### src/rtl/addsub_pkg.sv
// addsub_pkg: shared constants and types for the pipelined add/subtract block.
//
//   ADDSUB_WIDTH / ADDSUB_LO_W   default operand width and low-slice width
//   OP_ADD / OP_SUB              encoding of the 'sub' request bit
//   s1_t                         contents of the stage-1 register
//   result_t                     one retired result {ans, cout, v}
package addsub_pkg;

    localparam int ADDSUB_WIDTH = 32;
    localparam int ADDSUB_LO_W  = 16;
    localparam int ADDSUB_HI_W  = ADDSUB_WIDTH - ADDSUB_LO_W;

    localparam logic OP_ADD = 1'b0;
    localparam logic OP_SUB = 1'b1;

    typedef struct packed {
        logic [ADDSUB_HI_W-1:0] a_hi;
        logic [ADDSUB_HI_W-1:0] b_eff_hi;
        logic [ADDSUB_LO_W-1:0] lo_sum;
        logic                   c_lo;
        logic                   sub;
    } s1_t;

    typedef struct packed {
        logic [ADDSUB_WIDTH-1:0] ans;
        logic                    cout;
        logic                    v;
    } result_t;

endpackage

### src/rtl/addsub_slice.sv
// addsub_slice: combinational W-bit adder with carry-in.
//
//   a, b        in   W  addends
//   cin         in   1  carry in
//   sum         out  W  (a + b + cin) mod 2^W
//   cout        out  1  carry out of the MSB
//   c_into_msb  out  1  carry into the MSB (for signed overflow)
module addsub_slice
    import addsub_pkg::*;
#(
    parameter int W = ADDSUB_LO_W
) (
    input  logic [W-1:0] a,
    input  logic [W-1:0] b,
    input  logic         cin,
    output logic [W-1:0] sum,
    output logic         cout,
    output logic         c_into_msb
);

    logic [W:0] full;

    assign full = {1'b0, a} + {1'b0, b} + {{W{1'b0}}, cin};
    assign sum  = full[W-1:0];
    assign cout = full[W];
    // The MSB sum bit is a^b^carry_in, so the carry into it falls out by XOR.
    assign c_into_msb = sum[W-1] ^ a[W-1] ^ b[W-1];

endmodule

### src/rtl/addsub32_pipe.sv
// addsub32_pipe: two-stage pipelined adder/subtractor with valid/ready on
// both sides. Stage 1 adds the low LO_W bits, stage 2 the remaining bits
// using the registered low carry.
//
//   clk, rst             clock, synchronous active-high reset
//   in_valid/in_ready    request handshake; a, b, sub sampled on accept
//   out_valid/out_ready  result handshake; ans, cout, v valid with out_valid
//   op_count, ovf_count  only when ADDSUB_STATS_EN is defined: retired-op
//                        count (wraps) and overflow count (saturates)
//
// Handshake rule: a transfer happens on a rising edge where valid && ready.
// Ready propagates combinationally backwards (no skid buffer):
//   s2_ready = !out_valid || out_ready
//   s1_ready = !s1_valid  || s2_ready
//   in_ready = s1_ready && !rst
// The pipeline holds at most two ops.
module addsub32_pipe
    import addsub_pkg::*;
#(
    parameter int WIDTH = ADDSUB_WIDTH,
    parameter int LO_W  = ADDSUB_LO_W
) (
    input  logic             clk,
    input  logic             rst,
    input  logic             in_valid,
    output logic             in_ready,
    input  logic [WIDTH-1:0] a,
    input  logic [WIDTH-1:0] b,
    input  logic             sub,
    output logic             out_valid,
    input  logic             out_ready,
`ifdef ADDSUB_STATS_EN
    output logic [31:0]      op_count,
    output logic [15:0]      ovf_count,
`endif
    output logic [WIDTH-1:0] ans,
    output logic             cout,
    output logic             v
);

    localparam int HI_W = WIDTH - LO_W;

    // ---------------- stage 1: low slice ----------------
    logic [WIDTH-1:0] b_eff;
    logic [LO_W-1:0]  lo_sum_c;
    logic             c_lo_c;
    logic             unused_lo_msb;

    assign b_eff = b ^ {WIDTH{sub == OP_SUB}};

    addsub_slice #(.W(LO_W)) u_lo (
        .a          (a[LO_W-1:0]),
        .b          (b_eff[LO_W-1:0]),
        .cin        (sub),
        .sum        (lo_sum_c),
        .cout       (c_lo_c),
        .c_into_msb (unused_lo_msb)
    );

    logic            s1_valid;
    logic [HI_W-1:0] s1_a_hi;
    logic [HI_W-1:0] s1_b_eff_hi;
    logic [LO_W-1:0] s1_lo_sum;
    logic            s1_c_lo;
    logic            s1_sub;
    logic            unused_s1_sub;

    // The op bit rides along with the stage for visibility; the high
    // slice already sees the inverted operand, so it needs nothing more.
    assign unused_s1_sub = s1_sub;

    // ---------------- stage 2: high slice ----------------
    logic [HI_W-1:0] hi_sum_c;
    logic            hi_cout_c;
    logic            hi_cmsb_c;

    addsub_slice #(.W(HI_W)) u_hi (
        .a          (s1_a_hi),
        .b          (s1_b_eff_hi),
        .cin        (s1_c_lo),
        .sum        (hi_sum_c),
        .cout       (hi_cout_c),
        .c_into_msb (hi_cmsb_c)
    );

    // ---------------- handshake ----------------
    logic s2_ready;
    logic s1_ready;
    logic in_fire;
    logic s1_fire;

    assign s2_ready = !out_valid || out_ready;
    assign s1_ready = !s1_valid || s2_ready;
    assign in_ready = s1_ready && !rst;
    assign in_fire  = in_valid && in_ready;
    assign s1_fire  = s1_valid && s2_ready;

    // Valid bits and output registers: cleared by reset.
    always_ff @(posedge clk) begin
        if (rst) begin
            s1_valid  <= 1'b0;
            out_valid <= 1'b0;
            ans       <= '0;
            cout      <= 1'b0;
            v         <= 1'b0;
        end else begin
            if (s1_ready) begin
                s1_valid <= in_valid;
            end
            if (s2_ready) begin
                out_valid <= s1_valid;
            end
            if (s1_fire) begin
                ans  <= {hi_sum_c, s1_lo_sum};
                cout <= hi_cout_c;
                v    <= hi_cmsb_c ^ hi_cout_c;
            end
        end
    end

    // Stage-1 payload: only loads on an accepted request, so idle inputs
    // (possibly X) never enter the pipe. No reset needed: s1_valid guards it.
    always_ff @(posedge clk) begin
        if (in_fire) begin
            s1_a_hi     <= a[WIDTH-1:LO_W];
            s1_b_eff_hi <= b_eff[WIDTH-1:LO_W];
            s1_lo_sum   <= lo_sum_c;
            s1_c_lo     <= c_lo_c;
            s1_sub      <= sub;
        end
    end

`ifdef ADDSUB_STATS_EN
    // ---------------- statistics ----------------
    logic out_fire;

    assign out_fire = out_valid && out_ready;

    always_ff @(posedge clk) begin
        if (rst) begin
            op_count  <= '0;
            ovf_count <= '0;
        end else if (out_fire) begin
            op_count <= op_count + 32'd1;
            if (v && (ovf_count != 16'hFFFF)) begin
                ovf_count <= ovf_count + 16'd1;
            end
        end
    end
`else
    // Statistics counters are not built in this configuration.
`endif

endmodule

### config.mk
export PLATFORM = sky130hd
export DESIGN_NAME = addsub32_pipe
export DESIGN_NICKNAME = d
export VERILOG_FILES = /design/src/rtl/addsub_pkg.sv /design/src/rtl/addsub_slice.sv /design/src/rtl/addsub32_pipe.sv
export SDC_FILE = /design/constraint.sdc
export NUM_CORES = 1
export LEC_CHECK = 0
export BUFFER_PORTS_ARGS = -buffer_cell sky130_fd_sc_hd__buf_2
export CAP_MARGIN = 20
export CORE_ASPECT_RATIO = 1.2
export CORE_MARGIN = 2
export CORE_UTILIZATION = 45
export CTS_BUF_LIST = sky130_fd_sc_hd__clkbuf_2
export DETAILED_ROUTE_END_ITERATION = 10
export GPL_TIMING_DRIVEN = 0
export HOLD_SLACK_MARGIN = 0.02
export PLACE_DENSITY = 0.73
export SETUP_SLACK_MARGIN = 0.5
export SYNTH_ARGS = -nofsm -noshare
export SYNTH_HDL_FRONTEND = slang
export SYNTH_SLANG_ARGS = --single-unit
### constraint.sdc
create_clock -name clk -period 6 [get_ports clk]
set_input_delay 1.5 -clock clk [delete_from_list [all_inputs] [get_ports clk]]
set_output_delay 1.5 -clock clk [all_outputs]
set_load 0.01 [all_outputs]
==> metrics <==
clk slew on worst S/H paths=200 ps; fill cell count=909; Hold Fails Final Rpt=0; sequential area share after synthesis=47.9%; count leader, synth=nand2_1; worst min path class=register to register; Vias=3,610; Max FO, Critical Path=10; power per cell area=239 mW/mm^2; I/O pin total=105; final WL=10,000 um; hold_buf cts=0; Cell Area, Synth=0.00458 mm^2; DP Wirelength=7780 um; Worst Reg2Reg Path Length in Cells=10; share of layout cells above drive strength 1=22.3%; DR pass1 iterations=4; hold depth=2; Via density=5.22; first-pass GRT wire length=16,000 um; Synth Register Bits=85; Hold EP=ans[1]; RSZ-0062 raised after global routing=false; largest net degree at the start of global routing=30; layout net count=approximately 660; RR Startpoint=s1_a_hi[0]; total clock sinks=85; Cells after Synth=446; r2r endpoint=ans[24]; Setup TNS=0 ps; CTS buffer count=9; Synth Warn #=0; leading area contributor after synthesis=edfxtp_1; Peak VDD IR=approximately 0.00011 V; Post-synth EDFFs=49; Mapped Avg Cell Area=a little over 10 um^2; gpl congestion=0.878; Worst Setup Start Kind=primary input; CTS tree=built; Req. time, crit path=6310 ps; synth top area cells=edfxtp_1, dfxtp_1, ha_1, xor2_1, a21oi_1; H-tree Lvls=3; die height=114 um; commonest cells in the synthesized netlist=nand2_1, edfxtp_1, a21oi_1, dfxtp_1, xor2_1; max_cap viols=0; initial core utilization=between 40 and 50%; worst reg-to-reg setup slack=3410 ps; IO buf count=102; asr flop ratio synth=0%; Clock Latency Late Sink=550 ps; Top FF cell, synth=edfxtp_1; final setup vio count=0; grt ovf=0; final core utilization=53.9%; DRC errors left=0; Max-slew headroom=43.6%; initial antenna violation count=2; Die X-Extent=96.1 um; clk_skew=22.9 ps; die area=0.0110 mm^2; WL per Instance=roughly 14 um; clk buf depth=2; Max Slew Vio Count=0; Resized cells post-CTS=0; crit share post-route=64.0%; core area=0.00996 mm^2; CP Data Arrival Time=around 4200 ps; outcome=complete, no violations; # rows=40; DR iter-0 viols=87; fmax=approximately 260 MHz; Synth cell types=52; Crit Path Class=primary input to register; top cell type's share of synthesized area=32.1%; number of global-route vias before repair=3,652; Synth Net Count=548; fin crit period=3840 ps; Post-CTS Setup Bufs=0; Hold Startpoint=ans[1]; Detail Route Antenna Nets=0; slew of the pin with the lowest slew margin=around 850 ps; all-layer global routing usage=19.1%; leak pwr=2.27 nW; Critical Path Sink Type=register; Root Buffer=clkbuf_2; Layout area overhead=17.4%
## worst max-delay path by stage
stage / startpoint / slack, ps / endpoint / cells after the start
2_1_floorplan: sub / 1890 / s1_lo_sum[15] / 10
3_3_place_gp: sub / 1570 / s1_lo_sum[15] / 10
3_5_place_dp: sub / 1540 / s1_lo_sum[15] / 10
4_1_cts: sub / 2170 / s1_lo_sum[15] / 10
5_1_grt: sub / 1950 / s1_c_lo / 11
6_report: sub / 2160 / s1_lo_sum[15] / 10
## metal layers
layer	vias to the layer above	GRT usage, %	share of wire, %
met5	-	0	0.13
met4	2	8.76	2.1
met3	18	6.91	7.6
met2	98	33.3	51
met1	1660	20.2	39
li1	1832	-	-
## report_power, final
group	leakage, nW	internal (W)	total (W)	switching, W
sequential	0.754	0.000669	0.000685	0.0000161
combinational	1.44	0.000143	0.000319	0.000176
clock	0.0729	0.0000939	0.000279	0.000185
## cell families after synthesis
logic type               Yosys count  synth area share [%]
XOR/XNOR                          52                  9.95
flip-flops                        85                  47.9
multiplexers                       2                 0.437
AO/OA/AOI/OAI                    112                  16.0
AND/OR/NAND/NOR                  135                  14.0
buffers and inverters             27                  2.21
adder cells (fa/ha/maj)           33                  9.51
## flip-flops by register name, summed over array words and instances, names as in the netlist
signal and flops:
s1_lo_sum 16, out_valid 1, ans 32, s1_b_eff_hi 16
s1_a_hi 16, v 1, s1_c_lo 1, s1_valid 1
cout 1
## placed cells by master (no fill, tap or decap), types with 4 or more instances in the layout
master	n
inv_1	12
nand2_1	53
buf_2	102
clkinv_2	4
nor3_1	11
clkbuf_1	12
o21ai_0	13
a21o_1	6
xnor2_1	16
a21oi_1	43
dfxtp_1	36
o211ai_1	5
clkbuf_2	10
nand3_1	8
nand2b_1	9
xor2_1	36
o21a_1	10
edfxtp_1	49
nor2b_1	10
nor2_1	24
ha_1	30
a31oi_1	4
## cell type report
type,count,area (um^2),area share [%]
Sequential cell,85,2190,40.8
Clock inverter,6,53.8,1.00
Clock buffer,10,50.0,0.932
Timing Repair Buffer,103,531,9.87
Multi-Input combinational cell,334,2280,42.5
Antenna cell,1,2.50,0.0466
Inverter,12,45.0,0.838
Buffer,15,56.3,1.05
Tap cell,126,158,2.93
## per-stage QoR
step	instance area, um^2	worst slack, ps	total power (W)	hold WS, ps	instances
2_1_floorplan	4580	1890	0.000922	471	446
3_3_place_gp	5250	1570	0.00100	436	674
3_5_place_dp	5270	1540	0.00102	448	675
4_1_cts	5370	2170	0.00129	474	691
5_1_grt	5370	1950	0.00136	485	692
6_report	5370	2160	0.00128	469	692
## critical path, cell delays in order
cell	delay [ps]
clkbuf_1	200
buf_1	550
xor2_1	150
ha_1	370
a21o_1	210
a211o_1	290
o21ba_2	230
o311a_1	330
o21ai_2	210
o211ai_1	110
Power figures use the tool's default switching activity.
